<file path="src/rtl/instr_pkg.sv">
// Shared definitions for the 8-bit core's instruction format and the host-side loader.
package instr_pkg;

    localparam logic [1:0] OP_ADD  = 2'b00;
    localparam logic [1:0] OP_SUB  = 2'b01;
    localparam logic [1:0] OP_LOAD = 2'b10;
    localparam logic [1:0] OP_RSV  = 2'b11;

    localparam int OPC_MSB = 7;
    localparam int OPC_LSB = 6;
    localparam int RD_MSB  = 5;
    localparam int RD_LSB  = 3;
    localparam int RS_MSB  = 2;
    localparam int RS_LSB  = 0;

    typedef enum logic [1:0] {
        IDLE,
        COUNT,
        DATA,
        CHECK
    } load_state_t;

    localparam logic [1:0] ERR_NONE  = 2'b00;
    localparam logic [1:0] ERR_COUNT = 2'b01;
    localparam logic [1:0] ERR_CHK   = 2'b10;
    localparam logic [1:0] ERR_RSV   = 2'b11;

    localparam logic [7:0] HDR_DEFAULT = 8'hA5;

    function automatic logic is_rsv(input logic [7:0] instr);
        return instr[OPC_MSB:OPC_LSB] == OP_RSV;
    endfunction

endpackage

</file>
<file path="src/rtl/instr_loader.sv">
// Validates a framed host byte stream (HDR, N, N instructions, CHK), writes the
// instructions into instruction memory and releases the core only after a clean frame.
module instr_loader
    import instr_pkg::*;
#(
    parameter int         DEPTH = 4,
    parameter int         AW    = 2,
    parameter logic [7:0] HDR   = HDR_DEFAULT
) (
    input  logic          clk,
    input  logic          rst_n,
    input  logic          in_valid,
    input  logic [7:0]    in_data,
    output logic          in_ready,
    input  logic          mem_busy,
    output logic          mem_we,
    output logic [AW-1:0] mem_waddr,
    output logic [7:0]    mem_wdata,
    output logic          core_run,
    output logic          load_done,
    output logic          err,
    output logic [1:0]    err_code,
    output logic          busy
);

    localparam logic [7:0] DEPTH_B = 8'(DEPTH);

    load_state_t   state, state_next;
    logic          ready_en;
    logic [AW-1:0] idx, idx_next;
    logic [AW-1:0] last, last_next;
    logic [7:0]    sum, sum_next;
    logic          rsv, rsv_next;
    logic          we_next;
    logic [AW-1:0] waddr_next;
    logic [7:0]    wdata_next;
    logic          run_next, done_next, err_next;
    logic [1:0]    code_next;
    logic          accept;

    // ready_en keeps in_ready low until the first edge after reset release
    assign in_ready = ready_en && !mem_busy;
    assign accept   = in_valid && in_ready;
    assign busy     = (state != IDLE);

    always_comb begin
        // NOTE: every comb output gets a default first so no path infers a latch.
        state_next = state;
        idx_next   = idx;
        last_next  = last;
        sum_next   = sum;
        rsv_next   = rsv;
        we_next    = 1'b0;
        waddr_next = mem_waddr;
        wdata_next = mem_wdata;
        run_next   = core_run;
        done_next  = 1'b0;
        err_next   = err;
        code_next  = err_code;
        if (accept) begin
            unique case (state)
                IDLE: begin
                    if (in_data == HDR) begin
                        state_next = COUNT;
                        err_next   = 1'b0;
                        code_next  = ERR_NONE;
                        run_next   = 1'b0;
                        idx_next   = '0;
                        sum_next   = '0;
                        rsv_next   = 1'b0;
                    end
                end
                COUNT: begin
                    if (in_data == 8'd0 || in_data > DEPTH_B) begin
                        state_next = IDLE;
                        err_next   = 1'b1;
                        code_next  = ERR_COUNT;
                    end else begin
                        state_next = DATA;
                        last_next  = AW'(in_data - 8'd1);
                        sum_next   = in_data;
                    end
                end
                DATA: begin
                    we_next    = 1'b1;
                    waddr_next = idx;
                    wdata_next = in_data;
                    sum_next   = sum + in_data;
                    rsv_next   = rsv | is_rsv(in_data);
                    idx_next   = idx + 1'b1;
                    if (idx == last) state_next = CHECK;
                end
                CHECK: begin
                    state_next = IDLE;
                    if (in_data != sum) begin
                        err_next  = 1'b1;
                        code_next = ERR_CHK;
                    end else if (rsv) begin
                        err_next  = 1'b1;
                        code_next = ERR_RSV;
                    end else begin
                        done_next = 1'b1;
                        run_next  = 1'b1;
                    end
                end
                default: state_next = IDLE;
            endcase
        end
    end

    always_ff @(posedge clk or negedge rst_n) begin
        // NOTE: sequential state uses non-blocking assignments only.
        if (!rst_n) begin
            state     <= IDLE;
            ready_en  <= 1'b0;
            idx       <= '0;
            last      <= '0;
            sum       <= '0;
            rsv       <= 1'b0;
            mem_we    <= 1'b0;
            mem_waddr <= '0;
            mem_wdata <= '0;
            core_run  <= 1'b0;
            load_done <= 1'b0;
            err       <= 1'b0;
            err_code  <= ERR_NONE;
        end else begin
            state     <= state_next;
            ready_en  <= 1'b1;
            idx       <= idx_next;
            last      <= last_next;
            sum       <= sum_next;
            rsv       <= rsv_next;
            mem_we    <= we_next;
            mem_waddr <= waddr_next;
            mem_wdata <= wdata_next;
            core_run  <= run_next;
            load_done <= done_next;
            err       <= err_next;
            err_code  <= code_next;
        end
    end

endmodule

</file>
<file path="config.mk">
export PLATFORM = sky130hd
export DESIGN_NAME = instr_loader
export DESIGN_NICKNAME = d
export VERILOG_FILES = /design/src/rtl/instr_pkg.sv /design/src/rtl/instr_loader.sv
export SDC_FILE = /design/constraint.sdc
export NUM_CORES = 1
export LEC_CHECK = 0
export ABC_AREA = 1
export CAP_MARGIN = 5
export CELL_PAD_IN_SITES_DETAIL_PLACEMENT = 1
export CELL_PAD_IN_SITES_GLOBAL_PLACEMENT = 1
export CORE_MARGIN = 2
export CORE_UTILIZATION = 37
export CTS_BUF_LIST = sky130_fd_sc_hd__clkbuf_2 sky130_fd_sc_hd__clkbuf_4 sky130_fd_sc_hd__clkbuf_8
export CTS_CLUSTER_SIZE = 8
export DETAILED_ROUTE_END_ITERATION = 6
export GPL_TIMING_DRIVEN = 0
export PLACE_DENSITY = 0.88
export SYNTH_ARGS = -nofsm -noshare
export SYNTH_HDL_FRONTEND = slang
export SYNTH_SLANG_ARGS = --single-unit
</file>
<file path="constraint.sdc">
create_clock -name clk -period 1.4 [get_ports clk]
set_input_delay 0.14 -clock clk [delete_from_list [all_inputs] [get_ports clk]]
set_output_delay 0.14 -clock clk [all_outputs]
set_load 0.1 [all_outputs]
</file>
==> impl_metrics.json <==
{
  "outcome": "finished, violations left",
  "violations": "negative setup slack",
  "hold_viol": 0,
  "grt_max_degree": 33,
  "fp.dieW_um": 76.2,
  "pre_cts_ws_ns": -0.782,
  "max_cap_viol_count": 0,
  "synth_top_area_share": 0.415,
  "drt-pass1-iter-count": 4,
  "synth_cells": 246,
  "cp.arrival_ns": 1.95,
  "grt_pass1_wl_um": 9940,
  "synthToLayoutAreaGrowth_pct": 56.8,
  "core-area_um2": 5070,
  "setup_viol": 28,
  "insertion_delay_ns": 0.30,
  "fillCellCount": 597,
  "die_h_um": 76.2,
  "synth-seq-cells": 32,
  "synth-seq-area-share": 0.415,
  "htreeDepth": 2,
  "avgSynthCellArea_um2": 7.84,
  "max_freq_mhz": 583,
  "vias_per_cell": 5.21,
  "layout-drive-gt1-share": 0.438,
  "worst_hold_path_type": "in2reg",
  "initial_core_util": 0.380,
  "port_buffers": 29,
  "grt_use_total": 0.216,
  "cts_buffers": 5,
  "rsz0062_at_grt": "yes",
  "finalCritPeriodShare": 1.23,
  "num_io_pins": 30,
  "fin_ws_ns": -0.316,
  "synth_common_cells": "nand2_1, dfrtp_1, inv_1, o21ai_0, nor2_1",
  "tightest_slew_ns": 0.744,
  "synth_area_um2": 1930,
  "synth_top_area_cell": "dfrtp_1",
  "gr-total-overflow": 0,
  "ir_worst_vdd_v": 0.00102,
  "fin_cells": 378,
  "reg2regPathDepth": 11,
  "drt.antenna.violating_nets": 0,
  "die-area_um2": 5800,
  "final_max_slew_viol_count": 0,
  "first_global_vias": 2008,
  "cts_buffer_depth": 2,
  "drcViolationCount": 0,
  "fin_crit_ns": 1.72,
  "wl_um": 7420,
  "power_density_nw_per_um2": 1390,
  "synth_xor_area_frac": 0.0273,
  "placementRows": 26,
  "antenna_found_initial": 0,
  "synth_mux_area_frac": 0,
  "synth.most_common_cell": "nand2_1",
  "vias": 1971,
  "synth_top_family_by_area": "simple AND/OR/NAND/NOR gates",
  "antennaDiodeCount": 0,
  "cts-root-buf": "clkbuf_8",
  "yosys-top-cells-area": "dfrtp_1, nand2_1, ha_1",
  "p_leak_nw": 1.45,
  "routedWlPerCell_um": 19.6,
  "crit_fanout": 2,
  "dominantRegCellSynth": "dfrtp_1",
  "gp_congestion": 0.853,
  "hold_depth": 3,
  "syn_nets": 272,
  "cts_tree": "yes",
  "place_hpwl_um": 3970,
  "synthArstFlopShare": 1.00,
  "synth_edf_count": 0,
  "nNetsFinal": 333,
  "critPathKind": "reg2reg",
  "startpoint_type": "register",
  "ys_types": 26,
  "synth_simple_gate_area_frac": 0.298,
  "required_ns": 1.63,
  "placed_cells": 345,
  "cts.sinks": 32,
  "drt_iter0_markers": 90,
  "synth_compound_area_frac": 0.0928,
  "synth_fa_ha_area_frac": 0.0947,
  "fin_skew_ns": 0.00958,
  "clk_pin_slew_ns": 0.07,
  "synth_warnings": 0,
  "slew_headroom": 0.504,
  "cp-end-kind": "register"
}
[layout make-up]
type | count | area [µm²] | share of cell area
multi-input combinational | 180 | 1310 | 0.433
sequential | 32 | 803 | 0.266
timing repair buffer | 55 | 546 | 0.180
inverter | 31 | 138 | 0.0455
tap | 70 | 87.6 | 0.0290
clock buffer | 6 | 76.3 | 0.0252
clock inverter | 2 | 35.0 | 0.0116
buffer | 2 | 30.0 | 0.00993
[worst max-delay path, stage by stage (launching register included)]
cell and delay [ns]:
dfrtp_1 0.40, ha_2 0.21, fa_2 0.38, nand3_2 0.09, nand2_2 0.08, nand2_2 0.10, nand2_1 0.05, nand2_1 0.08
nand3_1 0.08, nand2_1 0.08, nand2_2 0.05, nand2_1 0.06
[repair_timing]
action / 4_1_cts / 5_1_grt
gates cloned: 0 / 1
setup buffers: 9 / 16
resized for setup: 91 / 87
endpoints found under the setup margin: 48 / 31
endpoints found under the hold margin: 32 / 0
pin swaps: 8 / 21
hold buffers: 1 / 0
[sequential cells by signal, indices dropped and copies added, names as in the netlist, named ones only]
name	flops
mem_wdata	8
sum	8
err_code	2
idx	2
last	2
mem_waddr	2
core_run	1
err	1
load_done	1
mem_we	1
ready_en	1
rsv	1
state	1
[cell families after synthesis]
logic type | count (synthesis)
simple gates | 127
xor+xnor | 6
compound gates | 32
flops | 32
other cells | 1
buf+inv | 34
fa+ha+maj | 14
[through the flow]
| stage | instance area [µm²] | util | total power (W) | setup TNS, ns | hold slack [ns] |
|---|---|---|---|---|---|
| finish | 3020 | 0.596 | 0.00421 | -3.77 | 0.248 |
| global route | 3020 | 0.596 | 0.00438 | -5.96 | 0.256 |
| CTS | 2650 | 0.521 | 0.00383 | -5.16 | 0.287 |
| detailed placement | 2330 | 0.458 | 0.00275 | -16.95 | 0.252 |
| global placement | 2330 | 0.459 | 0.00269 | -30.52 | 0.467 |
| floorplan | 1950 | - | 0.00235 | -5.55 | -0.156 |
[cells in the final DEF (no fill, tap or decap), types with 5 or more instances in the layout]
cell type         n
buf_4            20
buf_6             5
clkbuf_8          5
clkdlybuf4s15_2  14
dfrtp_1          30
dlymetal6s2s_1    5
ha_4             10
inv_1            19
inv_2             6
nand2_1          66
nand2_2          17
nand2_4           6
nand3_1           8
nand3_2           5
nor2_1           10
nor2_4            7
o21ai_1          10
o21ai_2           7
xnor2_1           5
[path summary, 6_finish.rpt]
check | start | endpoint | slack, ns
max in group asynchronous | rst_n | state[0]$_DFFE_PN0P_ | 0.43
worst min-delay path | in_data[4] | mem_wdata[4]$_DFFE_PN0P_ | 0.25
worst max-delay path | sum[0]$_DFFE_PN0P_ | sum[6]$_DFFE_PN0P_ | -0.32
worst min register to register | mem_wdata[6]$_DFFE_PN0P_ | mem_wdata[6]$_DFFE_PN0P_ | 0.49
worst max register to register | sum[0]$_DFFE_PN0P_ | sum[6]$_DFFE_PN0P_ | -0.32
min in group asynchronous | rst_n | rsv$_DFFE_PN0P_ | 0.45
[power breakdown]
| part | total, W | switching (W) | internal, W |
|---|---|---|---|
| Combinational | 0.00206 | 0.00138 | 0.000681 |
| Clock | 0.000927 | 0.000380 | 0.000548 |
| Sequential | 0.00122 | 0.000149 | 0.00107 |
| Total | 0.00421 | 0.00191 | 0.00230 |
[layer usage]
layer | GRT usage | vias to the layer above | part of all wire
met4 | 0.0527 | 0 | 0.023
li1 | - | 895 | -
met3 | 0.0438 | 16 | 0.040
met1 | 0.248 | 1004 | 0.40
met5 | 0 | - | 0
met2 | 0.407 | 56 | 0.54
Note: power is estimated with default switching activity, not from simulation.
